$ cat config.mk
export PLATFORM = sky130hd
export DESIGN_NAME = addsub_pipe_sat
export DESIGN_NICKNAME = d
export VERILOG_FILES = /design/src/rtl/addsub_pipe_sat.sv
export SDC_FILE = /design/constraint.sdc
export NUM_CORES = 1
export LEC_CHECK = 0
export BUFFER_PORTS_ARGS = -buffer_cell sky130_fd_sc_hd__buf_2
export CORE_MARGIN = 5
export CORE_UTILIZATION = 30
export DETAILED_ROUTE_END_ITERATION = 16
export GPL_ROUTABILITY_DRIVEN = 0
export PLACE_DENSITY = 0.55
export REMOVE_ABC_BUFFERS = 1
export SYNTH_ARGS = -nofsm -noshare
export SYNTH_HDL_FRONTEND = slang
export SYNTH_SLANG_ARGS = --single-unit
$ cat constraint.sdc
create_clock -name clk -period 3.1 [get_ports clk]
set_clock_uncertainty 0.2 [all_clocks]
set_input_delay 0.465 -clock clk [delete_from_list [all_inputs] [get_ports clk]]
set_output_delay 0.465 -clock clk [all_outputs]
set_load 0.005 [all_outputs]
$ cat src/rtl/addsub_pipe_sat.sv
// Pipelined carry-lookahead adder/subtractor with signed overflow flag.
// Define ADDSUB_SAT_EN to clamp overflowed results; otherwise results wrap.
module addsub_pipe_sat #(
  parameter int WIDTH  = 16,
  parameter int STAGES = 2
) (
  input  logic             clk,
  input  logic             rst,
  input  logic             in_valid,
  output logic             in_ready,
  input  logic [WIDTH-1:0] a,
  input  logic [WIDTH-1:0] b,
  input  logic             sub,
  output logic             out_valid,
  input  logic             out_ready,
  output logic [WIDTH-1:0] sum,
  output logic             ovfl,
  output logic             zero,
  output logic             neg
);

  localparam int GROUPS = WIDTH / 4;
  localparam int GPS    = GROUPS / STAGES;
  localparam int MSB    = WIDTH - 1;

  // Handshake: a beat moves on a cycle where valid & ready are both high; valid
  // never depends on ready. Any unconsumed output freezes the whole pipe.
  logic stall;
  assign stall    = out_valid & ~out_ready;
  assign in_ready = ~stall;

  // Register k (k >= 1) holds the state entering stage k; index 0 is unused.
  logic [WIDTH-1:0] a_r [STAGES];
  logic [WIDTH-1:0] b_r [STAGES];
  logic [WIDTH-1:0] s_r [STAGES];
  logic             c_r [STAGES];
  logic             v_r [STAGES];

  logic [WIDTH-1:0] nxt_a [STAGES];
  logic [WIDTH-1:0] nxt_b [STAGES];
  logic [WIDTH-1:0] nxt_s [STAGES];
  logic             nxt_c [STAGES];
  logic             nxt_v [STAGES];

  logic [WIDTH-1:0] cur_a, cur_b, cur_s;
  logic             cur_c, cur_v;
  logic [4:0]       grp;
  logic [WIDTH-1:0] raw, res;
  logic             ovfl_c;

  // Returns {carry_out, sum[3:0]}; carry_out is formed from group G/P.
  function automatic logic [4:0] cla4(input logic [3:0] x, input logic [3:0] y,
                                      input logic ci);
    logic [3:0] g, p, c;
    logic       gg, pp;
    g    = x & y;
    p    = x ^ y;
    c[0] = ci;
    c[1] = g[0] | (p[0] & ci);
    c[2] = g[1] | (p[1] & g[0]) | (p[1] & p[0] & ci);
    c[3] = g[2] | (p[2] & g[1]) | (p[2] & p[1] & g[0]) | (&p[2:0] & ci);
    gg   = g[3] | (p[3] & g[2]) | (p[3] & p[2] & g[1]) | (&p[3:1] & g[0]);
    pp   = &p;
    return {gg | (pp & ci), p ^ c};
  endfunction

  always_comb begin
    cur_a = '0;
    cur_b = '0;
    cur_s = '0;
    cur_c = 1'b0;
    cur_v = 1'b0;
    grp   = '0;
    for (int k = 0; k < STAGES; k++) begin
      if (k == 0) begin
        cur_a = a;
        cur_b = sub ? ~b : b;
        cur_s = '0;
        cur_c = sub;
        cur_v = in_valid;
      end else begin
        cur_a = a_r[k];
        cur_b = b_r[k];
        cur_s = s_r[k];
        cur_c = c_r[k];
        cur_v = v_r[k];
      end
      for (int g = 0; g < GPS; g++) begin
        grp = cla4(cur_a[(k*GPS+g)*4 +: 4], cur_b[(k*GPS+g)*4 +: 4], cur_c);
        cur_s[(k*GPS+g)*4 +: 4] = grp[3:0];
        cur_c = grp[4];
      end
      nxt_a[k] = cur_a;
      nxt_b[k] = cur_b;
      nxt_s[k] = cur_s;
      nxt_c[k] = cur_c;
      nxt_v[k] = cur_v;
    end

    raw    = nxt_s[STAGES-1];
    ovfl_c = (nxt_a[STAGES-1][MSB] == nxt_b[STAGES-1][MSB]) &
             (raw[MSB] != nxt_a[STAGES-1][MSB]);
`ifdef ADDSUB_SAT_EN
    // Overflow direction always follows the sign of a.
    if (ovfl_c) res = nxt_a[STAGES-1][MSB] ? {1'b1, {MSB{1'b0}}} : {1'b0, {MSB{1'b1}}};
    else        res = raw;
`else
    res = raw;
`endif
  end

  always_ff @(posedge clk) begin
    if (rst) begin
      out_valid <= 1'b0;
      sum       <= '0;
      ovfl      <= 1'b0;
      zero      <= 1'b0;
      neg       <= 1'b0;
      for (int k = 1; k < STAGES; k++) begin
        v_r[k] <= 1'b0;
        a_r[k] <= '0;
        b_r[k] <= '0;
        s_r[k] <= '0;
        c_r[k] <= 1'b0;
      end
    end else if (!stall) begin
      for (int k = 1; k < STAGES; k++) begin
        v_r[k] <= nxt_v[k-1];
        a_r[k] <= nxt_a[k-1];
        b_r[k] <= nxt_b[k-1];
        s_r[k] <= nxt_s[k-1];
        c_r[k] <= nxt_c[k-1];
      end
      out_valid <= nxt_v[STAGES-1];
      // Bubbles leave the last result and its flags on the outputs.
      if (nxt_v[STAGES-1]) begin
        sum  <= res;
        ovfl <= ovfl_c;
        zero <= (res == '0);
        neg  <= res[MSB];
      end
    end
  end

endmodule

* After elaboration in Yosys (flattened, before gate mapping)
Memories as Yosys holds them, arrays and structs flattened. Cells that the tools add are included.
Storage, ports and cells: memory bits (writable) 84, flip-flop bits (word level) 20, memories 5, logic and storage cells 140, output and inout bits 21, input bits 37
Memories:
- a_r | words 2, bits a word 16, read ports 1, clocked after memory_dff 0, write ports 1, line 33 | logic [WIDTH-1:0] a_r [STAGES];
- b_r | words 2, bits a word 16, read ports 1, clocked after memory_dff 0, write ports 1, line 34 | logic [WIDTH-1:0] b_r [STAGES];
- s_r | words 2, bits a word 8, read ports 1, clocked after memory_dff 0, write ports 1, line 35 | logic [WIDTH-1:0] s_r [STAGES];
- c_r | words 2, bits a word 1, read ports 1, clocked after memory_dff 0, write ports 1, line 36 | logic c_r [STAGES];
- v_r | words 2, bits a word 1, read ports 1, clocked after memory_dff 0, write ports 1, line 37 | logic v_r [STAGES];
Cells by class: equal/unequal tests 2, reductions and logical operators 12, bitwise gates (word level) 105, muxes and demuxes 11
Operator list (number):
- 1-bit AND | 49
- 16-bit two-way mux | 3
- 1-bit OR | 41
- 4-bit XOR | 8
- 3-bit AND reduction | 7
- 16-bit zero test | 1
- 16-bit inverter | 1
- 4-bit AND | 3
- 4-bit AND reduction | 3
- 8-bit two-way mux | 1
- 1-bit two-way mux | 7
- 3-bit AND | 1
- 1-bit inverter | 2
- 2-bit AND reduction | 1
- 1-bit equality test | 1
- 1-bit inequality test | 1

* Depth between registers and ports, before layout
depth after elaboration 12, mapped depth 11, gate-level depth less buffers 9

* Worst setup path after synthesis
Ideal clock, no wire load.
kind input -> register, from in sub, to mem s_r[1][4] in the netlist's numbering, data pin, arrival 2.743 ns, data required time 2.759 ns, setup time 0.141 ns, stages on the path 10, setup slack 0.015 ns, buffers on the path 2, path through buf_2 > buf_2 > xor2_1 > ha_1 > a211oi_1 > nor2_1 > or2_2 > a21oi_1 > fa_1 > nor2_1
On the way: cells in the longest elaborated chain, start to end 9, elaborated cells on any way between the ends 17, classes of those cells mux: 2; bitwise: 13; reduce/logical: 2
RTL lines:
- start: declaration | line 13 | input logic sub,
- 16-bit two-way mux | line 77 | cur_b = sub ? ~b : b;
- 4-bit XOR or 4-bit AND (tied branches) | line 57, 56
- 1-bit AND | line 62 | gg = g[3] | (p[3] & g[2]) | (p[3] & p[2] & g[1]) | (&p[3:1] & g[0]);
- 1-bit OR or 1-bit AND (tied branches) | line 62
- 1-bit OR (2 in series) | line 62
- 1-bit OR | line 64 | return {gg | (pp & ci), p ^ c};
- 4-bit XOR * | line 64
- 8-bit two-way mux (no source line) *
- end: declaration | line 35
Mark *: on every way between the ends. The rest lies on a longest branch, timed or not.

* Worst setup path in the final report
from mem a_r[1][8], to reg zero
On the way: elaborated cells on any way between the ends 29, classes of those cells bitwise: 25; reduce/logical: 3; memory: 1
RTL lines:
- start: declaration | line 33
- memory 2 x 16 bit *
- 4-bit XOR or 4-bit AND (tied branches) | line 57, 56
- 4-bit AND reduction or 1-bit AND (tied branches) | line 63, 62
- 1-bit AND or 1-bit OR (tied branches) | line 64, 62
- 1-bit OR * | line 64
- 4-bit XOR * | line 64
- net cur_s[12] | line 45 | logic [WIDTH-1:0] cur_a, cur_b, cur_s;
- 16-bit zero test * | line 139 | zero <= (res == '0);
- end signal: assignment | line 139
- end: declaration | line 18 | output logic zero,
The timed path passes the listed nets; every way through them passes the cells marked *. A chain may end at the register's enable or synchronous reset.

==> results.json <==
{
  "status": "finished, final reports clean",
  "setup_violations": 0,
  "fin_tns_setup_ns": 0,
  "finalCritPeriodShare": 0.923,
  "crit_arrival_ns": 2.87,
  "worstHoldStart": "a[14]",
  "synth_ff_type": "edfxtp_1",
  "timing.rr.start": "a_r[1][8]",
  "numCtsBuffers": 5,
  "cp.required_ns": 3.11,
  "clock_latency_ns": 0.30,
  "ctsResizeCount": 0,
  "grt_pass1_wl_mm": 8.00,
  "dpl.hpwl_mm": 3.91,
  "ys_ff_latch": 45,
  "path_cells": "ha_1 > a211oi_2 > o21bai_4 > a21o_2 > fa_1 > nor4_1 > nand4_1 > o41ai_2",
  "drc_errors": 0,
  "synth_edf_count": 26,
  "slowest_delay_ns": 0.52,
  "clock-sinks": 45,
  "avgSynthCellArea_um2": 10.3,
  "n_fill_cell": 834,
  "via_per_inst": 4.44,
  "rrSetupSlack_ns": 0.24,
  "cp-startpoint": "a_r[1][8]",
  "area_growth_pct": 19.0,
  "overflow": 0,
  "grt_max_degree": 27,
  "coreArea_um2": 8130,
  "final_nets": 349,
  "cts_root_buf": "clkbuf_8",
  "slew_viol_final": 0,
  "powerDensity_nw_per_um2": 476,
  "die_width_um": 101,
  "yosysWarnings": 0,
  "max-slew-margin-rel": 0.522,
  "cts.path.max_buffers": 2,
  "cp_slowest_cell": "fa_1",
  "met1_length_mm": 2.32,
  "drtAntennaViolNets": 0,
  "period_minus_slack_ns": 2.86,
  "grt.total_usage": 0.0983,
  "antenna_found_initial": 0,
  "tightestPinTransition_ns": 0.716,
  "end_kind": "register",
  "cts_tree": "built",
  "rows": 33,
  "synthArstFlopShare": 0,
  "die_y_um": 101,
  "cap_violations": 0,
  "start_util": 0.304,
  "first_iter_violations": 52,
  "hold_path_class": "input pin to register",
  "finalPower_mw": 1.40,
  "path_clk_slew_ns": 0.08,
  "wl_met2_mm": 2.15,
  "h-tree-depth": 2,
  "start_kind": "register",
  "avgRoutedWirePerCell_um": 12.1,
  "die-area_um2": 10200,
  "ir_drop_v": 0.000154,
  "post_cts_buffers": 0,
  "seq_area_um2": 1160,
  "drive_gt1_frac": 0.261,
  "cts_hold_buffers": 0,
  "grt_pass1_vias": 1706,
  "drt-total-wl_mm": 4.82,
  "hold_viol": 0,
  "diodes": 0,
  "vias": 1777,
  "worstSetupPathType": "register to register",
  "dr.pass1.iters": 4,
  "synth_cell_types": 45,
  "max_freq_ghz": 0.349,
  "port-buffer-count": 57,
  "syn_inst": 239,
  "ios": 58,
  "final_common_cell": "buf_2",
  "dpl_cell_area_um2": 2860,
  "cp_max_fo": 3,
  "ys_seq_area_frac": 0.470,
  "rsz0062_at_grt": "false",
  "fin_area_um2": 2940,
  "p_leak_nw": 1.30,
  "dr_wl_met3_um": 279,
  "highest_layer": "met4",
  "multi_input_area_um2": 1240,
  "synth.cell_area_um2": 2470,
  "final_cell_mix": "57 x buf_2, 27 x nor2_1, 26 x edfxtp_1, 24 x nand2_1, 19 x dfxtp_1"
}
==> registers in the layout, summed over array words and instances (netlist names) <==
signal	cells
out_valid	1
c_r	1
b_r	8
ovfl	1
a_r	8
s_r	8
v_r	1
zero	1
sum	16
==> where the power goes <==
part | switching, mW | internal, mW
clock network | 0.194 | 0.156
logic | 0.177 | 0.149
registers | 0.0290 | 0.696
total | 0.400 | 1.00
==> cells by family after synthesis <==
family,count (synthesis),synth area share
xor+xnor,28,0.0992
compound gates,42,0.124
flops,45,0.470
simple gates,86,0.169
buf+inv,18,0.0299
fa+ha+maj,18,0.100
mux,2,0.00810
==> critical path: cells and delay by family, from the launching register on <==
| family | cells | cell delay (ns) |
|---|---|---|
| DFF | 1 | 0.39 |
| adders and majority gates | 2 | 0.84 |
| AOI/OAI and AO/OA | 4 | 0.91 |
| and+or+nand+nor | 2 | 0.43 |
==> synth_stat cells, types with 2 or more instances <==
cell      instances  area, um^2
a211oi_1          5        37.5
nor3b_1           2        15.0
nand2b_1          4        25.0
a2111o_1          2        22.5
ha_1             15         188
nor2_1           27         101
inv_1             7        26.3
nor2b_1           2        12.5
nor4_1            3        18.8
or2_2             2        12.5
mux2i_1           2        20.0
nand2_1          24        90.1
nand3_1           2        10.0
nor3_1            3        15.0
clkbuf_1          8        30.0
buf_2             2        10.0
xor2_1           16         140
dfxtp_1          19         380
a21oi_1          15        75.1
edfxtp_1         26         781
xnor2_1          12         105
o21ai_0           6        30.0
fa_1              3        60.1
and2_1           11        68.8
==> layout make-up <==
type / instances / share of cell area
timing repair buffer: 59 / 0.102
inverter: 7 / 0.00894
clock inverter: 3 / 0.00553
clock buffer: 5 / 0.0234
tap: 105 / 0.0447
sequential: 45 / 0.395
multi-input combinational: 176 / 0.420
==> through the flow <==
stage / setup slack, ns / hold WS, ns / instances / util
finish: 0.237 / 0.241 / 400 / 0.361
global route: 0.0427 / 0.241 / 400 / 0.361
CTS: 0.180 / 0.233 / 400 / 0.361
detailed placement: 0.179 / 0.247 / 392 / 0.351
global placement: 0.233 / 0.242 / 392 / 0.351
floorplan: 0.423 / 0.247 / 228 / -
==> worst paths after layout <==
| path | end | depth (start not counted) |
|---|---|---|
| setup / recovery | zero | 8 |
| hold / removal | a_r[1][14] | 2 |
| setup reg to reg | zero | 8 |
| hold reg to reg | sum[11] | 2 |
==> routing by layer <==
| metal | vias to the layer above | track usage |
|---|---|---|
| met1 | 790 | 0.128 |
| li1 | 941 | - |
| met4 | 0 | 0.0373 |
| met2 | 39 | 0.155 |
| met5 | - | 0 |
| met3 | 7 | 0.0277 |
Note: power is estimated with default switching activity, not from simulation.
